==> config.mk <==
export PLATFORM = sky130hd
export DESIGN_NAME = priority_encoder_4to2_reg_flat
export DESIGN_NICKNAME = d
export VERILOG_FILES = /design/src/rtl/priority_encoder_4to2_reg_if.sv /design/src/rtl/priority_encoder_4to2_reg.sv /design/src/flat_wrapper.sv
export SDC_FILE = /design/constraint.sdc
export NUM_CORES = 1
export LEC_CHECK = 0
export BUFFER_PORTS_ARGS = -buffer_cell sky130_fd_sc_hd__buf_2
export CAP_MARGIN = 20
export CORE_AREA = 2 2 39 41
export DETAILED_ROUTE_END_ITERATION = 8
export DIE_AREA = 0 0 41 43
export PLACE_DENSITY = 0.55
export RECOVER_POWER = 100
export SYNTH_ARGS = -nofsm -noshare
export SYNTH_HDL_FRONTEND = slang
export SYNTH_SLANG_ARGS = --single-unit
==> constraint.sdc <==
create_clock -name clk -period 3.9 [get_ports clk]
set_clock_uncertainty 0.1 [all_clocks]
set_input_delay 0 -clock clk [delete_from_list [all_inputs] [get_ports clk]]
set_output_delay 0 -clock clk [all_outputs]
set_load 0.02 [all_outputs]
==> src/rtl/priority_encoder_4to2_reg_if.sv <==
// Grant handshake between the registered priority encoder and its consumer.
// The encoder drives the index and valid flag; the consumer drives ready.
interface priority_encoder_4to2_reg_if #(
  parameter int W = 2
);
  logic [W-1:0] out_idx;
  logic         out_valid;
  logic         out_ready;

  modport master (output out_idx, output out_valid, input out_ready);
  modport slave  (input out_idx, input out_valid, output out_ready);
endinterface

==> src/rtl/priority_encoder_4to2_reg.sv <==
// Registered priority encoder with sticky pending requests and a valid/ready grant.
// Define PRIO_ENC_EDGE_DETECT_EN to capture only rising edges of req_in (default: level capture).
module priority_encoder_4to2_reg #(
  parameter int N = 4,
  parameter int W = 2
) (
  input  logic                          clk,
  input  logic                          rst_n,
  input  logic                          i_en,
  input  logic [N-1:0]                  i_req_in,
  input  logic                          i_ovf_clr,
  output logic [N-1:0]                  o_pending,
  output logic                          o_ovf,
  priority_encoder_4to2_reg_if.master   grant_if
);

  typedef enum logic {IDLE, PRESENT} state_t;

  state_t         r_state;
  state_t         w_state_next;
  logic [N-1:0]   r_pending;
  logic [W-1:0]   r_out_idx;
  logic           r_out_valid;
  logic           r_ovf;
  logic [W-1:0]   w_idx_next;
  logic           w_valid_next;
  logic [W-1:0]   w_high_idx;
  logic [N-1:0]   w_cap;
  logic [N-1:0]   w_cap_en;
  logic [N-1:0]   w_clr_mask;
  logic           w_accept;

`ifdef PRIO_ENC_EDGE_DETECT_EN
  logic [N-1:0]   r_req_q;

  always_ff @(posedge clk or negedge rst_n) begin
    if (!rst_n) r_req_q <= '0;
    else        r_req_q <= i_req_in;
  end

  assign w_cap = i_req_in & ~r_req_q;
`else
  assign w_cap = i_req_in;
`endif

  assign w_accept   = r_out_valid && grant_if.out_ready;
  assign w_clr_mask = w_accept ? ({{(N-1){1'b0}}, 1'b1} << r_out_idx) : '0;
  assign w_cap_en   = i_en ? w_cap : '0;

  // Ascending scan so the highest set bit is the last one written.
  always_comb begin
    w_high_idx = '0;
    for (int i = 0; i < N; i++) begin
      if (r_pending[i]) w_high_idx = W'(i);
    end
  end

  // A capture on the bit being accepted this cycle keeps it pending.
  always_ff @(posedge clk or negedge rst_n) begin
    if (!rst_n) begin
      r_pending <= '0;
      r_ovf     <= 1'b0;
    end else begin
      r_pending <= (r_pending & ~w_clr_mask) | w_cap_en;
      if (i_ovf_clr)
        r_ovf <= 1'b0;
      else if (|(w_cap_en & r_pending & ~w_clr_mask))
        r_ovf <= 1'b1;
    end
  end

  always_ff @(posedge clk or negedge rst_n) begin
    if (!rst_n) begin
      r_state     <= IDLE;
      r_out_idx   <= '0;
      r_out_valid <= 1'b0;
    end else begin
      r_state     <= w_state_next;
      r_out_idx   <= w_idx_next;
      r_out_valid <= w_valid_next;
    end
  end

  // Index is latched on entry to PRESENT and frozen until the grant is accepted.
  always_comb begin
    w_state_next = r_state;
    w_idx_next   = r_out_idx;
    w_valid_next = r_out_valid;
    case (r_state)
      IDLE: begin
        if (|r_pending) begin
          w_idx_next   = w_high_idx;
          w_valid_next = 1'b1;
          w_state_next = PRESENT;
        end
      end
      PRESENT: begin
        if (w_accept) begin
          w_valid_next = 1'b0;
          w_state_next = IDLE;
        end
      end
      default: begin
        w_valid_next = 1'b0;
        w_state_next = IDLE;
      end
    endcase
  end

  assign o_pending          = r_pending;
  assign o_ovf              = r_ovf;
  assign grant_if.out_idx   = r_out_idx;
  assign grant_if.out_valid = r_out_valid;

endmodule

==> src/flat_wrapper.sv <==
// flat-port wrapper written by rule: the top's interface ports become plain ports
module priority_encoder_4to2_reg_flat 
#(
  parameter int N = 4,
  parameter int W = 2
)
  (clk, rst_n, i_en, i_req_in, i_ovf_clr, o_pending, o_ovf, grant_if_out_idx, grant_if_out_valid, grant_if_out_ready);
  priority_encoder_4to2_reg_if #(.W(W)) grant_if_i ();
  input  logic clk;
  input  logic rst_n;
  input  logic i_en;
  input  logic [N-1:0] i_req_in;
  input  logic i_ovf_clr;
  output logic [N-1:0] o_pending;
  output logic o_ovf;
  output wire logic [$bits(grant_if_i.out_idx)-1:0] grant_if_out_idx;
  output wire logic [$bits(grant_if_i.out_valid)-1:0] grant_if_out_valid;
  input wire logic [$bits(grant_if_i.out_ready)-1:0] grant_if_out_ready;
  assign grant_if_out_idx = grant_if_i.out_idx;
  assign grant_if_out_valid = grant_if_i.out_valid;
  assign grant_if_i.out_ready = grant_if_out_ready;
  priority_encoder_4to2_reg #(.N(N), .W(W)) u_core (.clk(clk), .rst_n(rst_n), .i_en(i_en), .i_req_in(i_req_in), .i_ovf_clr(i_ovf_clr), .o_pending(o_pending), .o_ovf(o_ovf), .grant_if(grant_if_i));
endmodule
# Yosys cells after proc, flatten, opt, wreduce, memory -nomap -nowiden
# Index checks and enable logic that the tools add are counted.
[totals] register_bits=9 latchBits=0 ramBits=0 romBits=0 input_bits=9 word_cells=33 memories=0
[classes] addsub=0 n_mul=0 n_div=0 order_cmp=0 n_eq_ne=2 n_shift=1 muxes=13 bitwise=6 n_reduce_logical=6
[op_table] op="$and 4x4->4" n=3
[op_table] op="$mux 4" n=2
[op_table] op="$reduce_or 4->1" n=2
[op_table] op="$mux 1" n=7
[op_table] op="$mux 2" n=2
[op_table] op="$not 4->4" n=1
[op_table] op="$or 4x4->4" n=1
[op_table] op="$pmux 1 s2" n=2
[op_table] op="$reduce_and 2->1" n=2
[op_table] op="$shl 1x2->4 const A" n=1
[op_table] op="$ne 2x1->1 const B" n=1
[op_table] op="$ne 2x2->1 const B" n=1
[op_table] op="$reduce_bool 2->1" n=1
[op_table] op="$logic_and 1x1->1" n=1
[op_table] op="$not 1->1" n=1

# Longest topological paths before layout
# Gate-level depths: netlist (run 1).
[depth] ltp_word=7 ltp_mapped=4 mapped_depth_nobuf=4

# Least setup slack after synthesis (run 1)
# OpenSTA, ideal clock, no wires.
[synth_timing] path_kind="register to register" start="register u_core.r_out_valid, in the netlist u_core.grant_if.out_valid" end="register u_core.r_ovf, in the netlist u_core.o_ovf" t_arrival_ns=1.206 required_ns=3.670 setup_slack_ns=2.463 path_stages_with_launch=5 period_less_slack_ns=1.437 cell_sequence="dfrtp_1 > nand2_2 > o311a_1 > a311oi_2 > a211oi_1"
[synth_between] elab_chain_len=6
[synth_rtl] item="start: declaration" line="priority_encoder_4to2_reg.sv:23" text="logic r_out_valid;"
[synth_rtl] item="start signal: assignment" line="priority_encoder_4to2_reg.sv:80" text="r_out_valid <= w_valid_next;"
[synth_rtl] item="$logic_and 1x1->1" line="priority_encoder_4to2_reg.sv:46" text="assign w_accept = r_out_valid && grant_if.out_ready;"
[synth_rtl] item="$mux 4" line="priority_encoder_4to2_reg.sv:47" text="assign w_clr_mask = w_accept ? ({{(N-1){1'b0}}, 1'b1} << r_out_idx) : '0;"
[synth_rtl] item="$not 4->4" line="priority_encoder_4to2_reg.sv:67" text="else if (|(w_cap_en & r_pending & ~w_clr_mask))"
[synth_rtl] item="$and 4x4->4" line="priority_encoder_4to2_reg.sv:67"
[synth_rtl] item="$reduce_or 4->1" line="priority_encoder_4to2_reg.sv:67"
[synth_rtl] item="$reduce_bool 2->1 (no source line)"
[synth_rtl] item="end signal: assignment" line="priority_encoder_4to2_reg.sv:62" text="r_ovf <= 1'b0;"
[synth_rtl] item="end signal: assignment" line="priority_encoder_4to2_reg.sv:66" text="r_ovf <= 1'b0;"
[synth_rtl] item="end signal: assignment" line="priority_encoder_4to2_reg.sv:68" text="r_ovf <= 1'b1;"
[synth_rtl] item="end: declaration" line="priority_encoder_4to2_reg.sv:24" text="logic r_ovf;"
# Every way passes these cells.
# A chain may end at the register's enable or synchronous reset.

# Worst setup path after layout (run 1)
# Ends and elaborated chain as after synthesis.

==> results of run 1 <==
==> synth_stat cells <==
cell type / n / area, sq um
or2_2: 1 / 6.26
a311oi_2: 1 / 15.0
nand2_2: 1 / 6.26
a32oi_1: 1 / 8.76
dfrtp_1: 9 / 225
o31ai_1: 1 / 7.51
nand2_1: 4 / 15.0
a211oi_1: 1 / 7.51
nor2_1: 4 / 15.0
inv_1: 2 / 7.51
nor4_1: 1 / 6.26
o311a_1: 1 / 10.0
nand4b_1: 2 / 17.5
o21ai_0: 5 / 25.0
nand4_1: 1 / 6.26
a22o_1: 3 / 26.3
a21oi_1: 3 / 15.0
==> through the flow <==
step                setup slack (ns)   util  area, sq um  power (mW)  cells
finish                          1.90  0.478          662       0.361     90
global route                    1.82  0.478          662       0.390     90
CTS                             1.93  0.489          677       0.371     90
detailed placement              2.49  0.376          520       0.276     73
global placement                2.48  0.376          520       0.277     73
floorplan                       2.46      -          420       0.228     41
==> report_power, final <==
| group | switching, mW | internal, mW | total (mW) |
|---|---|---|---|
| Clock | 0.0323 | 0.0394 | 0.0717 |
| Combinational | 0.0688 | 0.0555 | 0.124 |
| Sequential | 0.0445 | 0.121 | 0.165 |
==> sequential cells by signal, summed over array words and instances (netlist names) <==
signal,flops
u_core.o_pending,4
u_core.grant_if.out_idx,2
u_core.grant_if.out_valid,1
u_core.o_ovf,1
u_core.r_state,1
==> path summary, 6_finish.rpt <==
kind	from	end	slack, ns	depth (start not counted)
min in group clk	u_core.r_state$_DFF_PN0_	u_core.grant_if.out_valid$_DFFE_PN0P_	0.47	1
min reg2reg	u_core.r_state$_DFF_PN0_	u_core.grant_if.out_valid$_DFFE_PN0P_	0.47	1
min	rst_n	u_core.o_pending[0]$_DFF_PN0_	0.12	2
max reg2reg	u_core.grant_if.out_valid$_DFFE_PN0P_	u_core.o_ovf$_DFFE_PN0P_	1.90	5
max in group asynchronous	rst_n	u_core.grant_if.out_valid$_DFFE_PN0P_	3.24	2
max	u_core.grant_if.out_valid$_DFFE_PN0P_	u_core.o_ovf$_DFFE_PN0P_	1.90	5
==> per-layer routing <==
layer,vias up,part of all wire,GRT usage
met2,15,0.45,0.216
li1,223,-,-
met4,0,0.0035,0.0800
met1,205,0.48,0.197
met5,-,0,0
met3,2,0.065,0.0314
==> timing repair <==
action / 4_1_cts / 5_1_grt
hold endpoints to repair: 15 / 0
hold buffers: 13 / 0
endpoints found under the setup margin: 0 / 0
==> worst max-delay path: stages (launching register included) <==
cell	delay, ns
dfrtp_1	0.44
nand2_1	0.14
o311a_1	0.32
a311oi_2	0.23
a211oi_1	0.10
dlygate4sd3_1	0.55
==> cells by family after synthesis <==
group,after synthesis,synth area share
flops,9,0.536
simple gates,14,0.173
compound gates,16,0.274
buf+inv,2,0.0179
==> cell type report <==
cell class / count / area (sq um) / share of cell area
Sequential cell: 9 / 225 / 0.340
Timing Repair Buffer: 29 / 198 / 0.299
Multi-Input combinational cell: 30 / 185 / 0.280
Clock buffer: 4 / 26.3 / 0.0397
Tap cell: 16 / 20.0 / 0.0302
Inverter: 2 / 7.51 / 0.0113
==> impl_results.md, run 1 <==
* Status: finished, final reports clean
* Worst Setup End Kind: register
* Number of nets in the layout at 84
* DR vias at 445
* Worst hold path type: in2async
* Setup Fix Bufs, Post-CTS at 0
* Max-slew violation count at 0
* Critical setup path kind: reg2reg
* HPWL Detailed at 762 um
* CTS-repair resized insts at 0
* GRT Util Overall at 0.149
* Cells after Synth at 41
* Max Cap Violations at 0
* Sequential share of the synthesized area at 0.536
* WHS at 0.115 ns
* Clk_lat worst skew at 0.26 ns
* Synth unique cells at 17
* WL/cell at 12.6 um
* Peak supply drop at 0.235 mV
* Pwr dens at 546 nW/um^2
* Period utilisation layout at 0.512
* Clock buffer count from CTS at 3
* Commonest non-fill, non-tap cell in the layout: dlygate4sd3_1
* Synthesized net count at 50
* Drt drc at 0
* Flops & latches, synth at 9
* Final hold viol count at 0
* Rows at 14
* Most frequent cells in the layout: 13 x dlygate4sd3_1, 11 x clkbuf_1, 9 x dfrtp_1
* Drt via density at 4.94
* Clock Root Buffer: clkbuf_4
* CORE AREA at 1380 sq um
* Syn_area_per_cell at 10.3 sq um
* Full die area at 1760 sq um
* Clock slew at reported path FFs at 0.06 ns
* CTS Sinks at 9
* CTS Buffer Depth at 2
* GPL Wtd Cong at 0.769
* Setup Total Neg Slack at 0 ns
* Unrepaired setup endpoints after global routing: false
* Minimum clock period at 2.00 ns
* Diode count at 0
* CTS tree: built
* Fill cells at 143
* GRT overflow at 0
* Global-route wire length before repair at 1750 um
* Horiz. Die Dim at 41 um
* Area grow syn2layout at 57.4%
* Share of layout cells above drive strength 1 at 0.149
* Ys Warns at 0
* Leakage at 0.272 nW
* Die height at 43 um
* H-tree lvl count at 1
* Netlist Area Pre-Place at 420 sq um
* Crit Path Max Fanout at 6
* Worst slew pin tran at 0.539 ns
* Initial antenna violation count at 0
* Critical Path AT at 2.04 ns
* Vias in the first global route at 429
* CP startpoint kind: register
* Drt first pass iters at 4
* Initial Utilization at 0.304
* Post-route ant nets at 0
* # IOs at 17
* Port-buffer cells at 16
* Pin count of the biggest net entering global routing at 10
* Iter 0 DRT Violations at 16
* Achievable clock frequency at 0.500 GHz
* Rel. slew slack at 0.637
* Setup-failing EPs final at 0
* WP data required at 3.94 ns
* Post-Route WL at 1130 um
(Power assumes the default switching activity.)
==> inputs of run 2 (changes only) <==
- clock period: 3.9 -> 2.05 ns (I/O delays scaled with it)
==> impl_results.md, run 2 (synthesis gave the netlist of run 1 again) <==
* Port-buffer cells at 16 (unchanged)
* H-tree lvl count at 1 (unchanged)
* Cell Count, Final, Fillers Out at 90 (unchanged)
* Drt via density at 4.88 (-1.3%)
* HPWL Detailed at 748 um (-1.9%)
* Pin count of the biggest net entering global routing at 10 (unchanged)
* Unrepaired setup endpoints after global routing: false
* GRT Util Overall at 0.146 (-0.00303)
* Critical setup path kind: reg2reg
* Peak supply drop at 0.452 mV (+92%)
* Minimum clock period at 1.93 ns (-0.0722 ns)
* Wire length on met3 at 69 um (-6.8%)
* CORE AREA at 1380 sq um (unchanged)
* Critical R2R Launch: u_core.grant_if.out_idx[1]$_DFFE_PN0P_
* Area grow syn2layout at 58.6%
* Top sig layer: met4
* Drt first pass iters at 5 (+1)
* Fill cells at 145 (+1.4%)
* Setup Total Neg Slack at 0 ns (unchanged)
* Iter 0 DRT Violations at 3 (-13)
* CP max-delay cell: dlygate4sd3_1
* Most frequent cells in the layout: 13 x dlygate4sd3_1, 10 x clkbuf_1, 8 x dfrtp_1
* Diode count at 0 (unchanged)
* Max Cap Violations at 0 (unchanged)
* Clock slew at reported path FFs at 0.06 ns (about the same)
* Die height at 43 um (unchanged)
* Max reg flops at 4 (unchanged)
* Rel. slew slack at 0.663 (+0.0260)
* Worst setup path start: u_core.grant_if.out_idx[1]$_DFFE_PN0P_
* Reg-to-reg setup timing slack at 0.12 ns (-1.78 ns)
* Worst Setup End Kind: register
* CP startpoint kind: register
* CP Cell Sequence: o311a_1, a311oi_2, a211oi_1, dlygate4sd3_1
* Status: finished, final reports clean
* Clk_lat worst skew at 0.26 ns (about the same)
* Post-Route WL at 1110 um (-1.9%)
* CTS Sinks at 9 (unchanged)
* Pwr dens at 1040 nW/um^2 (+91%)
* Number of nets in the layout at 84 (unchanged)
* Register area at 226 sq um (+0.56%)
* WHS at 0.113 ns (-0.00185 ns)
* CTS tree: built
* Clock Root Buffer: clkbuf_4
* Achievable clock frequency at 0.519 GHz (+3.7%)
* GRT overflow at 0 (unchanged)
* Share of layout cells above drive strength 1 at 0.189 (+0.0405)
* Leakage at 0.275 nW (+1.2%)
* Rows at 14 (unchanged)
* GPL Wtd Cong at 0.769 (about the same)
* Drt drc at 0 (unchanged)
* Slowest cell delay on critical path at 0.55 ns (about the same)
* WP data required at 2.09 ns (-1.85 ns)
* WL/cell at 12.4 um (-1.9%)
* Vias in the first global route at 423 (-1.4%)
* Horiz. Die Dim at 41 um (unchanged)
* DRT met1 WL at 528 um (-3.8%)
* Utilization after layout at 0.482 (+0.00362)
* Met2 wire len at 511 um (+0.99%)
* Worst slew pin tran at 0.505 ns (-0.0341 ns)
* Post-route ant nets at 0 (unchanged)
* Final hold viol count at 0 (unchanged)
* Setup Fix Bufs, Post-CTS at 0 (unchanged)
* Full die area at 1760 sq um (unchanged)
* Period utilisation layout at 0.940 (+0.427)
* Initial Utilization at 0.304 (unchanged)
* Initial antenna violation count at 0 (unchanged)
* Clock buffer count from CTS at 3 (unchanged)
* Global-route wire length before repair at 1700 um (-2.7%)
* Worst hold path type: in2async
* Area of the multi-input gates at 188 sq um (+1.4%)
* Setup-failing EPs final at 0 (unchanged)
* CTS Buffer Depth at 2 (unchanged)
* Crit Path Max Fanout at 7 (+1)
* Placed cells at 73 (unchanged)
* Critical Path AT at 1.96 ns (-0.08 ns)
* DR vias at 439 (-1.3%)
* Max-slew violation count at 0 (unchanged)
* Commonest non-fill, non-tap cell in the layout: dlygate4sd3_1
* # IOs at 17 (unchanged)
## run 2: what timing repair did
item | 4_1_cts | 5_1_grt
hold buffers | 13 | 0
endpoints found under the setup margin | 0 | 1
hold endpoints to repair | 15 | 0
resized for setup | 0 | 1
## run 2: where the power goes
part / switching, mW / internal [mW]
logic: 0.131 / 0.109
clock network: 0.0616 / 0.0749
registers: 0.0858 / 0.231
## run 2: cell type report
| cell class | count | area share |
|---|---|---|
| flip-flops and latches | 9 | 0.340 |
| well taps | 16 | 0.0300 |
| multi-input cells | 30 | 0.281 |
| inverters | 2 | 0.0113 |
| clock buffers | 4 | 0.0394 |
| repair buffers | 29 | 0.298 |
## run 2: worst max-delay path: cells and delay by family, from the launching register on
family          cells  cell delay (ns)
compound gates      3             0.72
flops               1             0.44
buf+inv             1             0.55
## run 2: worst paths after layout
| check | to | cells after the start |
|---|---|---|
| setup / recovery | u_core.o_ovf$_DFFE_PN0P_ | 4 |
| hold reg to reg | u_core.grant_if.out_idx[1]$_DFFE_PN0P_ | 1 |
| min in group clk | u_core.grant_if.out_idx[1]$_DFFE_PN0P_ | 1 |
| hold / removal | u_core.o_pending[0]$_DFF_PN0_ | 2 |
| setup reg to reg | u_core.o_ovf$_DFFE_PN0P_ | 4 |
| max in group asynchronous | u_core.grant_if.out_valid$_DFFE_PN0P_ | 2 |
## run 2: through the flow
step	cell area (sq um)	setup slack [ns]	total power [mW]
floorplan	420	0.613	0.435
global placement	520	0.625	0.527
detailed placement	520	0.639	0.526
CTS	677	0.0829	0.707
global route	667	0.0284	0.750
finish	667	0.124	0.693
## run 2: routing by layer
metal,up-vias,GRT usage
li1,222,-
met1,203,0.184
met2,12,0.219
met3,2,0.0314
met4,0,0.0800
met5,-,0
==> inputs of run 3 (changes only) <==
- BUFFER_PORTS_ARGS: -buffer_cell sky130_fd_sc_hd__buf_2 -> unset
- DONT_BUFFER_PORTS: unset -> 1
- PLACE_DENSITY: 0.55 -> 0.44
==> impl_results.md, run 3 (synthesis gave the netlist of run 1 again) <==
* Clock buffer count from CTS at 3 (unchanged)
* Crit Path Max Fanout at 5 (-2)
* Setup Total Neg Slack at 0 ns (unchanged)
* Commonest non-fill, non-tap cell in the layout: dlygate4sd3_1
* Drt first pass iters at 3 (-2)
* Achievable clock frequency at 0.555 GHz (+7.0%)
* Critical Path AT at 1.84 ns (-0.12 ns)
* Wire length on met3 at 107 um (+55%)
* Global-route wire length before repair at 1740 um (+2.0%)
* Pin count of the biggest net entering global routing at 10 (unchanged)
* Final hold viol count at 0 (unchanged)
* Max Cap Violations at 0 (unchanged)
* CORE AREA at 1380 sq um (unchanged)
* DR vias at 393 (-10%)
* Full die area at 1760 sq um (unchanged)
* Setup-failing EPs final at 0 (unchanged)
* DRT met1 WL at 459 um (-13%)
* Hold Buf Count CTS at 12 (-1)
* Max reg flops at 4 (unchanged)
* Minimum clock period at 1.80 ns (-0.126 ns)
* Clock Root Buffer: clkbuf_4
* Die height at 43 um (unchanged)
* GRT Util Overall at 0.152 (+0.00591)
* CTS-repair resized insts at 0 (unchanged)
* Power Total at 0.653 mW (-5.9%)
* Horiz. Die Dim at 41 um (unchanged)
* Met2 wire len at 543 um (+6.3%)
* Top sig layer: met3
* Initial Utilization at 0.304 (unchanged)
* Worst Setup End Kind: register
* Drt drc at 0 (unchanged)
* GPL Wtd Cong at 0.703 (-8.6%)
* # IOs at 17 (unchanged)
* Number of nets in the layout at 67 (-20%)
* Diode count at 0 (unchanged)
* Initial antenna violation count at 0 (unchanged)
* Status: finished, final reports clean
* Period utilisation layout at 0.878 (-0.0613)
* Clk_lat worst skew at 0.26 ns (about the same)
* Max-slew violation count at 0 (unchanged)
* Vias in the first global route at 419 (-0.95%)
* HPWL Detailed at 754 um (+0.92%)
* Post-Route WL at 1110 um (-0.18%)
* WP data required at 2.09 ns (about the same)
* CTS Sinks at 9 (unchanged)
* Leakage at 0.232 nW (-16%)
* WHS at 0.0127 ns (-0.101 ns)
* Iter 0 DRT Violations at 5 (+2)
* Setup Fix Bufs, Post-CTS at 0 (unchanged)
* H-tree lvl count at 1 (unchanged)
* Rows at 14 (unchanged)
* Critical setup path kind: in2reg
* Clock slew at reported path FFs at 0.07 ns (about the same)
* CP startpoint kind: primary input
* CTS Buffer Depth at 2 (unchanged)
* Pwr dens at 1110 nW/um^2 (+7.0%)
* Drt via density at 5.38 (+10%)
* Most frequent cells in the layout: 12 x dlygate4sd3_1, 9 x dfrtp_1, 5 x o21ai_0
* Share of layout cells above drive strength 1 at 0.105 (-0.0839)
* GRT overflow at 0 (unchanged)
* Post-route ant nets at 0 (unchanged)
* Unrepaired setup endpoints after global routing: false
* Port-buffer cells at 0 (-16)
* Worst hold path type: in2async
* Worst slew pin tran at 0.491 ns (-0.0139 ns)
* Area grow syn2layout at 39.6%
* CTS tree: built
* Rel. slew slack at 0.670 (+0.00627)
* WL/cell at 15.2 um (+23%)
* Peak supply drop at 0.435 mV (-3.9%)
## run 3: cell types whose count changed in the layout (fill, tap and decap cells not counted)
cell	delta
dfrtp_2	-1
clkbuf_1	-9
buf_2	-7
dfrtp_1	+1
dlygate4sd3_1	-1
## run 3: layout make-up
class | instances | area [sq um]
Timing Repair Buffer | 12 | 120
Multi-Input combinational cell | 30 | 188
Fill cell | 141 | 797
Inverter | 2 | 7.51
Clock buffer | 4 | 26.3
Sequential cell | 9 | 225
Tap cell | 16 | 20.0
## run 3: per-stage QoR
step | cell area, sq um | setup slack (ns) | util | std cells
after CTS | 587 | 0.259 | 0.424 | 73
after global placement | 440 | 0.506 | 0.318 | 57
after detailed placement | 440 | 0.493 | 0.318 | 57
final | 587 | 0.250 | 0.424 | 73
after floorplan | 420 | 0.613 | - | 41
after global routing | 587 | 0.175 | 0.424 | 73
## run 3: worst paths after layout
check | startpoint | end | slack [ns] | cells past startpoint
hold / removal | rst_n | u_core.o_pending[1]$_DFF_PN0_ | 0.01 | 1
min in group clk | i_req_in[3] | u_core.o_ovf$_DFFE_PN0P_ | 0.04 | 3
setup reg to reg | u_core.grant_if.out_idx[0]$_DFFE_PN0P_ | u_core.o_pending[2]$_DFF_PN0_ | 0.27 | 3
max in group asynchronous | rst_n | u_core.o_ovf$_DFFE_PN0P_ | 1.54 | 1
setup / recovery | i_en | u_core.o_pending[0]$_DFF_PN0_ | 0.25 | 5
hold reg to reg | u_core.r_state$_DFF_PN0_ | u_core.grant_if.out_idx[0]$_DFFE_PN0P_ | 0.47 | 1
## run 3: metal layers
layer	GRT usage	up-vias
met1	0.167	186
met5	0	-
met3	0.0785	0
met2	0.234	17
li1	-	190
met4	0.0600	0
## run 3: power by group
part	internal [mW]	switching, mW
sequential	0.228	0.155
clock	0.0750	0.0643
combinational	0.0812	0.0491
total	0.384	0.269
## run 3: critical path, stage by stage
cell           delay [ns]
dlygate4sd3_1        0.61
nand2_1              0.08
dlygate4sd3_1        0.54
nand2_1              0.05
dlygate4sd3_1        0.55
